**src/rtl/alu_seq_pkg.sv**
```systemverilog
// Shared definitions for the ALU fetch/execute sequencer: opcodes,
// controller states and instruction field positions.
package alu_seq_pkg;

    localparam logic [1:0] OP_ADD = 2'd0;
    localparam logic [1:0] OP_SUB = 2'd1;
    localparam logic [1:0] OP_XOR = 2'd2;
    localparam logic [1:0] OP_MOV = 2'd3;

    // Instruction layout: [7:6] opcode, [5:2] addrs (rd = [5:4], rs = [3:2]).
    localparam int OPC_HI   = 7;
    localparam int OPC_LO   = 6;
    localparam int ADDRS_HI = 5;
    localparam int ADDRS_LO = 2;
    localparam int RD_HI    = 5;
    localparam int RD_LO    = 4;
    localparam int RS_HI    = 3;
    localparam int RS_LO    = 2;

    typedef enum logic [1:0] {
        S_FETCH = 2'd0,
        S_EXEC  = 2'd1,
        S_WB    = 2'd2
    } state_t;

endpackage

```
**src/rtl/seq_regfile.sv**
```systemverilog
// Small register file for the sequencer: two asynchronous read ports,
// one synchronous write port, cleared synchronously by rst.
module seq_regfile #(
    parameter int NREGS = 4,
    localparam int ADDR_W = $clog2(NREGS)
) (
    input  logic              clk,
    input  logic              rst,
    input  logic              we_i,
    input  logic [ADDR_W-1:0] waddr_i,
    input  logic [7:0]        wdata_i,
    input  logic [ADDR_W-1:0] raddr0_i,
    output logic [7:0]        rdata0_o,
    input  logic [ADDR_W-1:0] raddr1_i,
    output logic [7:0]        rdata1_o
);

    logic [7:0] mem_q [NREGS];

    assign rdata0_o = mem_q[raddr0_i];
    assign rdata1_o = mem_q[raddr1_i];

    // Clear every entry on reset; otherwise write one entry when enabled.
    always_ff @(posedge clk) begin
        if (rst) begin
            for (int i = 0; i < NREGS; i++) begin
                mem_q[i] <= 8'h00;
            end
        end else if (we_i) begin
            mem_q[waddr_i] <= wdata_i;
        end
    end

endmodule

```
**src/rtl/alu_sequencer.sv**
```systemverilog
// Fetch/execute/writeback controller driving an external combinational ALU.
// Holds the FSM, program counter, architectural flags and toggle pin.
module alu_sequencer
    import alu_seq_pkg::*;
#(
    parameter int PC_W  = 8,
    parameter int NREGS = 4
) (
    input  logic            clk,
    input  logic            rst,
    output logic            instr_req,
    output logic [PC_W-1:0] pc,
    input  logic            instr_valid,
    input  logic [7:0]      instr_in,
    output logic [1:0]      alu_opcode,
    output logic [3:0]      alu_addrs,
    output logic [7:0]      alu_din0,
    output logic [7:0]      alu_din1,
    input  logic [7:0]      alu_dout,
    input  logic            alu_carry,
    input  logic            alu_borrow,
    input  logic            alu_bcf,
    input  logic            alu_bbf,
    input  logic            alu_buc,
    input  logic            alu_toggle,
    output logic            carry_flag,
    output logic            borrow_flag,
    output logic            toggle_pin,
    output logic            busy
);

    state_t          state_q, state_d;
    logic [7:0]      instr_q, instr_d;
    logic [PC_W-1:0] pc_q, pc_d;
    logic            carry_q, carry_d;
    logic            borrow_q, borrow_d;
    logic            toggle_q, toggle_d;

    // ALU outputs captured in EXEC and consumed in WB.
    logic [7:0]      aluRes_q, aluRes_d;
    logic            latCarry_q, latCarry_d;
    logic            latBorrow_q, latBorrow_d;
    logic            latBcf_q, latBcf_d;
    logic            latBbf_q, latBbf_d;
    logic            latBuc_q, latBuc_d;
    logic            latToggle_q, latToggle_d;

    logic [1:0]      opcode;
    logic [1:0]      rd;
    logic [1:0]      rs;
    logic [1:0]      raddr0;
    logic [7:0]      rdata0;
    logic [7:0]      rdata1;
    logic            regWe;
    logic [1:0]      regWaddr;
    logic            branchReq;
    logic            branchTaken;
    logic            unusedInstrBits;

    assign opcode = instr_q[OPC_HI:OPC_LO];
    assign rd     = instr_q[RD_HI:RD_LO];
    assign rs     = instr_q[RS_HI:RS_LO];
    assign raddr0 = (opcode == OP_MOV) ? rs : rd;
    assign unusedInstrBits = ^instr_q[1:0];

    assign alu_opcode  = opcode;
    assign alu_addrs   = instr_q[ADDRS_HI:ADDRS_LO];
    assign pc          = pc_q;
    assign carry_flag  = carry_q;
    assign borrow_flag = borrow_q;
    assign toggle_pin  = toggle_q;

    assign branchReq   = latBcf_q | latBbf_q | latBuc_q;
    assign branchTaken = (latBcf_q & carry_q) | (latBbf_q & borrow_q) | latBuc_q;

    seq_regfile #(
        .NREGS(NREGS)
    ) u_regfile (
        .clk     (clk),
        .rst     (rst),
        .we_i    (regWe),
        .waddr_i (regWaddr),
        .wdata_i (aluRes_q),
        .raddr0_i(raddr0),
        .rdata0_o(rdata0),
        .raddr1_i(rs),
        .rdata1_o(rdata1)
    );

    // Next-state, ALU drive and commit decisions for the three-phase sequence.
    always_comb begin
        state_d     = state_q;
        instr_d     = instr_q;
        pc_d        = pc_q;
        carry_d     = carry_q;
        borrow_d    = borrow_q;
        toggle_d    = toggle_q;
        aluRes_d    = aluRes_q;
        latCarry_d  = latCarry_q;
        latBorrow_d = latBorrow_q;
        latBcf_d    = latBcf_q;
        latBbf_d    = latBbf_q;
        latBuc_d    = latBuc_q;
        latToggle_d = latToggle_q;
        regWe       = 1'b0;
        regWaddr    = rd;
        instr_req   = 1'b0;
        busy        = 1'b0;
        alu_din0    = 8'h00;
        alu_din1    = 8'h00;

        case (state_q)
            S_FETCH: begin
                instr_req = 1'b1;
                if (instr_valid) begin
                    instr_d = instr_in;
                    state_d = S_EXEC;
                end
            end
            S_EXEC: begin
                busy        = 1'b1;
                alu_din0    = rdata0;
                alu_din1    = (opcode == OP_MOV) ? 8'h00 : rdata1;
                aluRes_d    = alu_dout;
                latCarry_d  = alu_carry;
                latBorrow_d = alu_borrow;
                latBcf_d    = alu_bcf;
                latBbf_d    = alu_bbf;
                latBuc_d    = alu_buc;
                latToggle_d = alu_toggle;
                state_d     = S_WB;
            end
            S_WB: begin
                busy = 1'b1;
                if (opcode != OP_MOV) begin
                    regWe    = 1'b1;
                    regWaddr = rd;
                    if (opcode == OP_ADD) carry_d  = latCarry_q;
                    if (opcode == OP_SUB) borrow_d = latBorrow_q;
                    pc_d = pc_q + PC_W'(1);
                end else if (!branchReq) begin
                    regWe    = 1'b1;
                    regWaddr = 2'd0;
                    pc_d     = pc_q + PC_W'(1);
                end else begin
                    pc_d = branchTaken ? PC_W'(aluRes_q) : pc_q + PC_W'(1);
                end
                toggle_d = toggle_q ^ latToggle_q;
                state_d  = S_FETCH;
            end
            default: begin
                state_d = S_FETCH;
            end
        endcase
    end

    // State and architectural registers; reset discards any in-flight instruction.
    always_ff @(posedge clk) begin
        if (rst) begin
            state_q     <= S_FETCH;
            instr_q     <= 8'h00;
            pc_q        <= '0;
            carry_q     <= 1'b0;
            borrow_q    <= 1'b0;
            toggle_q    <= 1'b0;
            aluRes_q    <= 8'h00;
            latCarry_q  <= 1'b0;
            latBorrow_q <= 1'b0;
            latBcf_q    <= 1'b0;
            latBbf_q    <= 1'b0;
            latBuc_q    <= 1'b0;
            latToggle_q <= 1'b0;
        end else begin
            state_q     <= state_d;
            instr_q     <= instr_d;
            pc_q        <= pc_d;
            carry_q     <= carry_d;
            borrow_q    <= borrow_d;
            toggle_q    <= toggle_d;
            aluRes_q    <= aluRes_d;
            latCarry_q  <= latCarry_d;
            latBorrow_q <= latBorrow_d;
            latBcf_q    <= latBcf_d;
            latBbf_q    <= latBbf_d;
            latBuc_q    <= latBuc_d;
            latToggle_q <= latToggle_d;
        end
    end

endmodule

```
**config.mk**
```make
export PLATFORM = sky130hd
export DESIGN_NAME = alu_sequencer
export DESIGN_NICKNAME = d
export VERILOG_FILES = /design/src/rtl/alu_seq_pkg.sv /design/src/rtl/seq_regfile.sv /design/src/rtl/alu_sequencer.sv
export SDC_FILE = /design/constraint.sdc
export NUM_CORES = 1
export LEC_CHECK = 0
export CAP_MARGIN = 40
export CORE_ASPECT_RATIO = 1.75
export CORE_UTILIZATION = 48
export DETAILED_ROUTE_END_ITERATION = 12
export GPL_ROUTABILITY_DRIVEN = 0
export PLACE_DENSITY = 0.89
export SETUP_SLACK_MARGIN = 0.5
export SLEW_MARGIN = 15
export SYNTH_ARGS = -nofsm -noshare
export SYNTH_HDL_FRONTEND = slang
export SYNTH_HIERARCHICAL = 1
export SYNTH_SLANG_ARGS = --single-unit
export TNS_END_PERCENT = 30
```
**constraint.sdc**
```tcl
create_clock -name clk -period 2.3 [get_ports clk]
set_input_delay 0.46 -clock clk [delete_from_list [all_inputs] [get_ports clk]]
set_output_delay 0.46 -clock clk [all_outputs]
set_load 0.02 [all_outputs]
```
[After elaboration in Yosys (flattened, before gate mapping)]
Memories as Yosys holds them, arrays and structs flattened. A register that Yosys moved wholly into a read port is not among the register bits.
Cells that the tools add are included.
Cells by class
  add/sub/neg operators: 1
  equality and inequality tests: 6
  mux-type cells: 27
  bitwise logic cells: 7
  reductions and logical operators: 7
Operators by type and width (number)
  $mux W8: 7
  $mux W2: 8
  $mux W1: 11
  $add A8 B1 Y8 const B: 1
  $reduce_or A8 Y1: 1
  $reduce_and A3 Y1: 2
  $eq A2 B1 Y1 const B: 2
  $eq A2 B2 Y1 const B: 2
  $logic_not A2 Y1: 2
  $ne A2 B2 Y1 const B: 2
  $or A1 B1 Y1: 4
  $pmux W2 S2: 1
  $and A1 B1 Y1: 2
  $reduce_and A2 Y1: 1
  $reduce_or A2 Y1: 1
  $xor A1 B1 Y1: 1
Word-level totals
  register bits: 35
  memory bits (writable): 32
  input port bits: 25
  output and inout port bits: 35
  logic and storage cells: 62
  memories kept: 1
Memories
  u_regfile.mem_q: depth 4, width 8, read ports 2, clocked after memory_dff 1, write ports 4, RTL line seq_regfile.sv:18  | logic [7:0] mem_q [NREGS];

[Logic depth before layout (Yosys ltp)]
  word-level depth: 10
  mapped depth: 8
  mapped depth without buffers: 6

[Hierarchy]
Netlist, hierarchy kept.
By module, submodules not included
  alu_sequencer: times used 1, cells each 201, area an instance 1697.9 um2, seq. area each 660.6 um2
  seq_regfile: times used 1, cells each 94, area an instance 1671.6 um2, seq. area each 960.9 um2

[Worst setup path before layout]
OpenSTA, ideal clock, no wires.
  path type: reg-to-output
  start point: reg instr_q[6]
  end point: out alu_din0[0]
  arrival: 1.995 ns
  required time: 1.840 ns
  setup slack: -0.155 ns
  cell stages (with the launch flop): 9
  buffers on the path: 3
  cells stage by stage: dfxtp_1 and2_1 clkbuf_1 buf_2 nand2_1 nand2_1 buf_6 mux4_2 and2_1
On the way
  cells in the longest elaborated chain, start to end: 4
Ends and longest elaborated chain
  start: declaration: RTL line alu_sequencer.sv:33  | logic [7:0] instr_q, instr_d;
  start signal: assignment: RTL line alu_sequencer.sv:175  | instr_q <= instr_d;
  $eq A2 B2 Y1: RTL line alu_sequencer.sv:63  | assign raddr0 = (opcode == OP_MOV) ? rs : rd;
  $mux W2: RTL line alu_sequencer.sv:63
  named net raddr0[0]: RTL line alu_sequencer.sv:51  | logic [1:0] raddr0;
  $mem_v2 Z4 W8
  named net rdata0[0]: RTL line alu_sequencer.sv:52  | logic [7:0] rdata0;
  $mux W8: RTL line alu_sequencer.sv:112  | case (state_q)
  end: declaration: RTL line alu_sequencer.sv:17  | output logic [7:0] alu_din0,
The timed path passes the listed nets, and every way through them passes these cells.

[Worst setup path in the final report]
  start point: reg instr_q[6]
  end point: out alu_din0[1]
The elaborated chain is that of the path after synthesis.

==> impl_metrics.ini <==
[floorplanning]
start_util = 0.495
core_area_um2 = 6810
die_area_um2 = 7370
rows = 40
die_h_um = 113
die_x_um = 65.3
ios = 60

[timing]
post-route-min-period_ns = 2.33
final-setup-viol-count = 8
skew_ns = 0.00353
setup_ws_ns = -0.0332
finalHoldViolCount = 0
rsz0062_at_grt = true
fin_setup_tns_ns = -0.202
fmax_mhz = 429
drv_slew = 0
post-route-period-util = 1.01
slew_headroom = 0.506
tightest_slew_ns = 0.740

[drt]
drc = 1
routed_wl_um = 7890
routedWlPerCell_um = 17.4
vias_per_cell = 5.70
drt_iter0_markers = 150
vias = 2586
postRouteAntennaNets = 0
firstDrtPassIters = 8

[power]
p_sw_uw = 768
p_comb_frac = 0.171
vdd_ir_drop_max_mv = 0.529
p_int_uw = 2300
swShare = 0.251
clkPwrFrac = 0.394
power_density_nw_per_um2 = 671
leakagePower_uw = 0.00177
p_seq_frac = 0.435

[setup_path]
path_class = reg2out
slowest_stage = mux4_2
crit_arrival_ns = 1.87
worstPathMaxFanout = 8
slowest_delay_ns = 0.50
crit_family = multiplexers
end_kind = output port
startpoint_type = flop
crit_required_ns = 1.84
path_cells = and2_4, nand2_2, nand2_2, buf_12, mux4_2, and2_4, buf_6
cp_num_buf_inv = 2

[clocking]
cts.sinks = 65
cts.htree.levels = 3
clk_pin_slew_ns = 0.05
cts_tree = done
postCtsHoldBufs = 0
cts_made_buffers = 9
clockBufferDepth = 2
clk_latency_ns = 0.33
clockRootBuffer = clkbuf_16

[logic_synthesis]
yosysUniqueCellTypes = 44
yosys_register_bits = 65
yosysWarnings = 6
yosysSeqAreaShare = 0.481
syn_area_um2 = 3370
synthCells = 295
avgSynthCellArea_um2 = 11.4
synth_fp_nets = 324

[place]
placed_cell_area_um2 = 4190
dp_hpwl_um = 5710
port_buffers = 57

[cells_and_area]
final_area_um2 = 4570
drive_above_1_share = 0.316
diodes = 0
area_growth_pct = 35.7
finalNetCount = 394

[global_routing]
grt_pass1_vias = 2713
grt_start_max_net_pins = 20
grt_usage = 0.242
antenna_found_initial = 0
grt_first_pass_wirelength_um = 13200
grt-ovfl-total = 0

[run]
drv_cap = 0

[hold_path]
min_path_type = reg2reg

[run_status]
violations = design-rule violations, negative setup slack
outcome = finished with violations
## routing by layer
metal | vias to the layer above | track usage | wire, um
met3 | 15 | 0.0554 | 337
met1 | 1262 | 0.248 | 2690
li1 | 1230 | - | -
met2 | 79 | 0.445 | 4640
met4 | 0 | 0.114 | 226
met5 | - | 0 | 0
## registers in the layout, indices dropped and copies added, names as in the netlist
register         cells
latBcf_q             1
latCarry_q           1
state_q              2
instr_q              6
latToggle_q          1
u_regfile/mem_q     32
latBuc_q             1
latBbf_q             1
carry_flag           1
pc                   8
toggle_pin           1
aluRes_q             8
latBorrow_q          1
borrow_flag          1
## power by group through the flow
stage	Clock, uW	Sequential, uW	Combinational (uW)
2_1_floorplan	0	1360	293
6_report	1210	1340	524
5_1_grt	1280	1340	565
3_5_place_dp	0	1350	505
3_3_place_gp	0	1350	491
4_1_cts	1230	1330	507
## cells in the mapped netlist, drive strengths merged
cell type  number  area [um2]
nor3b           2        15.0
a31oi           5        31.3
nand4           2        12.5
o22ai           1        6.26
ha              4        50.1
edfxtp         32         961
and3b           1        8.76
nand2b          4        25.0
mux4           16         360
o32a            2        20.0
dfxtp          33         661
o21bai          2        15.0
inv             6        22.5
a221o           1        10.0
nor3            2        10.0
a2111o          5        56.3
and4bb          2        32.5
a31o            2        17.5
and2b           1        8.76
buf             6        47.5
nand3          11        55.1
o221ai          2        17.5
and3            8        50.1
a221oi          1        15.0
nor4            2        12.5
nand3b          1        7.51
and2           43         279
clkbuf         14        55.1
o21ai           2        10.0
nor2           23        86.3
nor2b           6        37.5
nor4b           1        23.8
a311oi          1        8.76
xor2            1        8.76
mux2i          17         170
nand2          19        71.3
or2             1        6.26
a41oi           3        26.3
o211ai          3        22.5
a21oi           7        35.0
## repair_timing
item / 4_1_cts / 5_1_grt
endpoints found under the hold margin: 0 / 0
endpoints found under the setup margin: 87 / 47
pin swaps: 16 / 12
gates resized for setup: 117 / 36
buffers inserted: 1 / 0
## worst paths after layout
path / startpoint / to / slack [ns] / depth (start not counted)
hold reg to reg: latToggle_q / latToggle_q / 0.50 / 2
hold / removal: latToggle_q / latToggle_q / 0.50 / 2
setup reg to reg: state_q[0] / u_regfile/mem_q[0][5] / 0.38 / 6
setup / recovery: instr_q[6] / alu_din0[1] / -0.03 / 7
## worst register-to-register path: cells and delay by family, from the launching register on
| family | cells | cell delay, ns |
|---|---|---|
| fa+ha+maj | 1 | 0.25 |
| buf+inv | 2 | 0.27 |
| flops | 1 | 0.32 |
| simple gates | 3 | 0.95 |
## through the flow
stage,total power (uW),hold WS (ns),worst slack [ns],utilization,std cells
2_1_floorplan,1660,0.460,0.120,-,295
3_3_place_gp,1840,0.473,-0.145,0.615,437
3_5_place_dp,1860,0.493,-0.197,0.615,437
4_1_cts,3070,0.505,-0.0529,0.663,454
5_1_grt,3190,0.541,-0.0952,0.672,454
6_report,3070,0.497,-0.0332,0.672,454
## cells by family after synthesis
logic type / Yosys count / share of synthesized area
simple gates: 129 / 0.220
flops: 65 / 0.481
compound gates: 37 / 0.0865
mux: 33 / 0.157
buf+inv: 26 / 0.0371
fa+ha+maj: 4 / 0.0149
xor+xnor: 1 / 0.00260
## cell type report
type | count | area [um2]
fill | 550 | 2230
tap | 84 | 105
timing repair buffer | 79 | 773
sequential | 65 | 1630
clock inverter | 4 | 18.8
multi-input combinational | 204 | 1770
inverter | 6 | 22.5
clock buffer | 12 | 246
## cell usage in the layout (no fill, tap or decap), types with 8 or more instances in the layout
cell type and count:
and2_1 24, and2_4 19, and3_4 8, buf_4 19
buf_6 16, clkbuf_16 9, clkdlybuf4s50_1 23, dfxtp_1 29
dlygate4sd2_1 15, edfxtp_1 32, mux2i_1 17, mux4_2 16
nand2_1 17, nand3_1 11, nor2_1 22
Power figures use the tool's default switching activity.
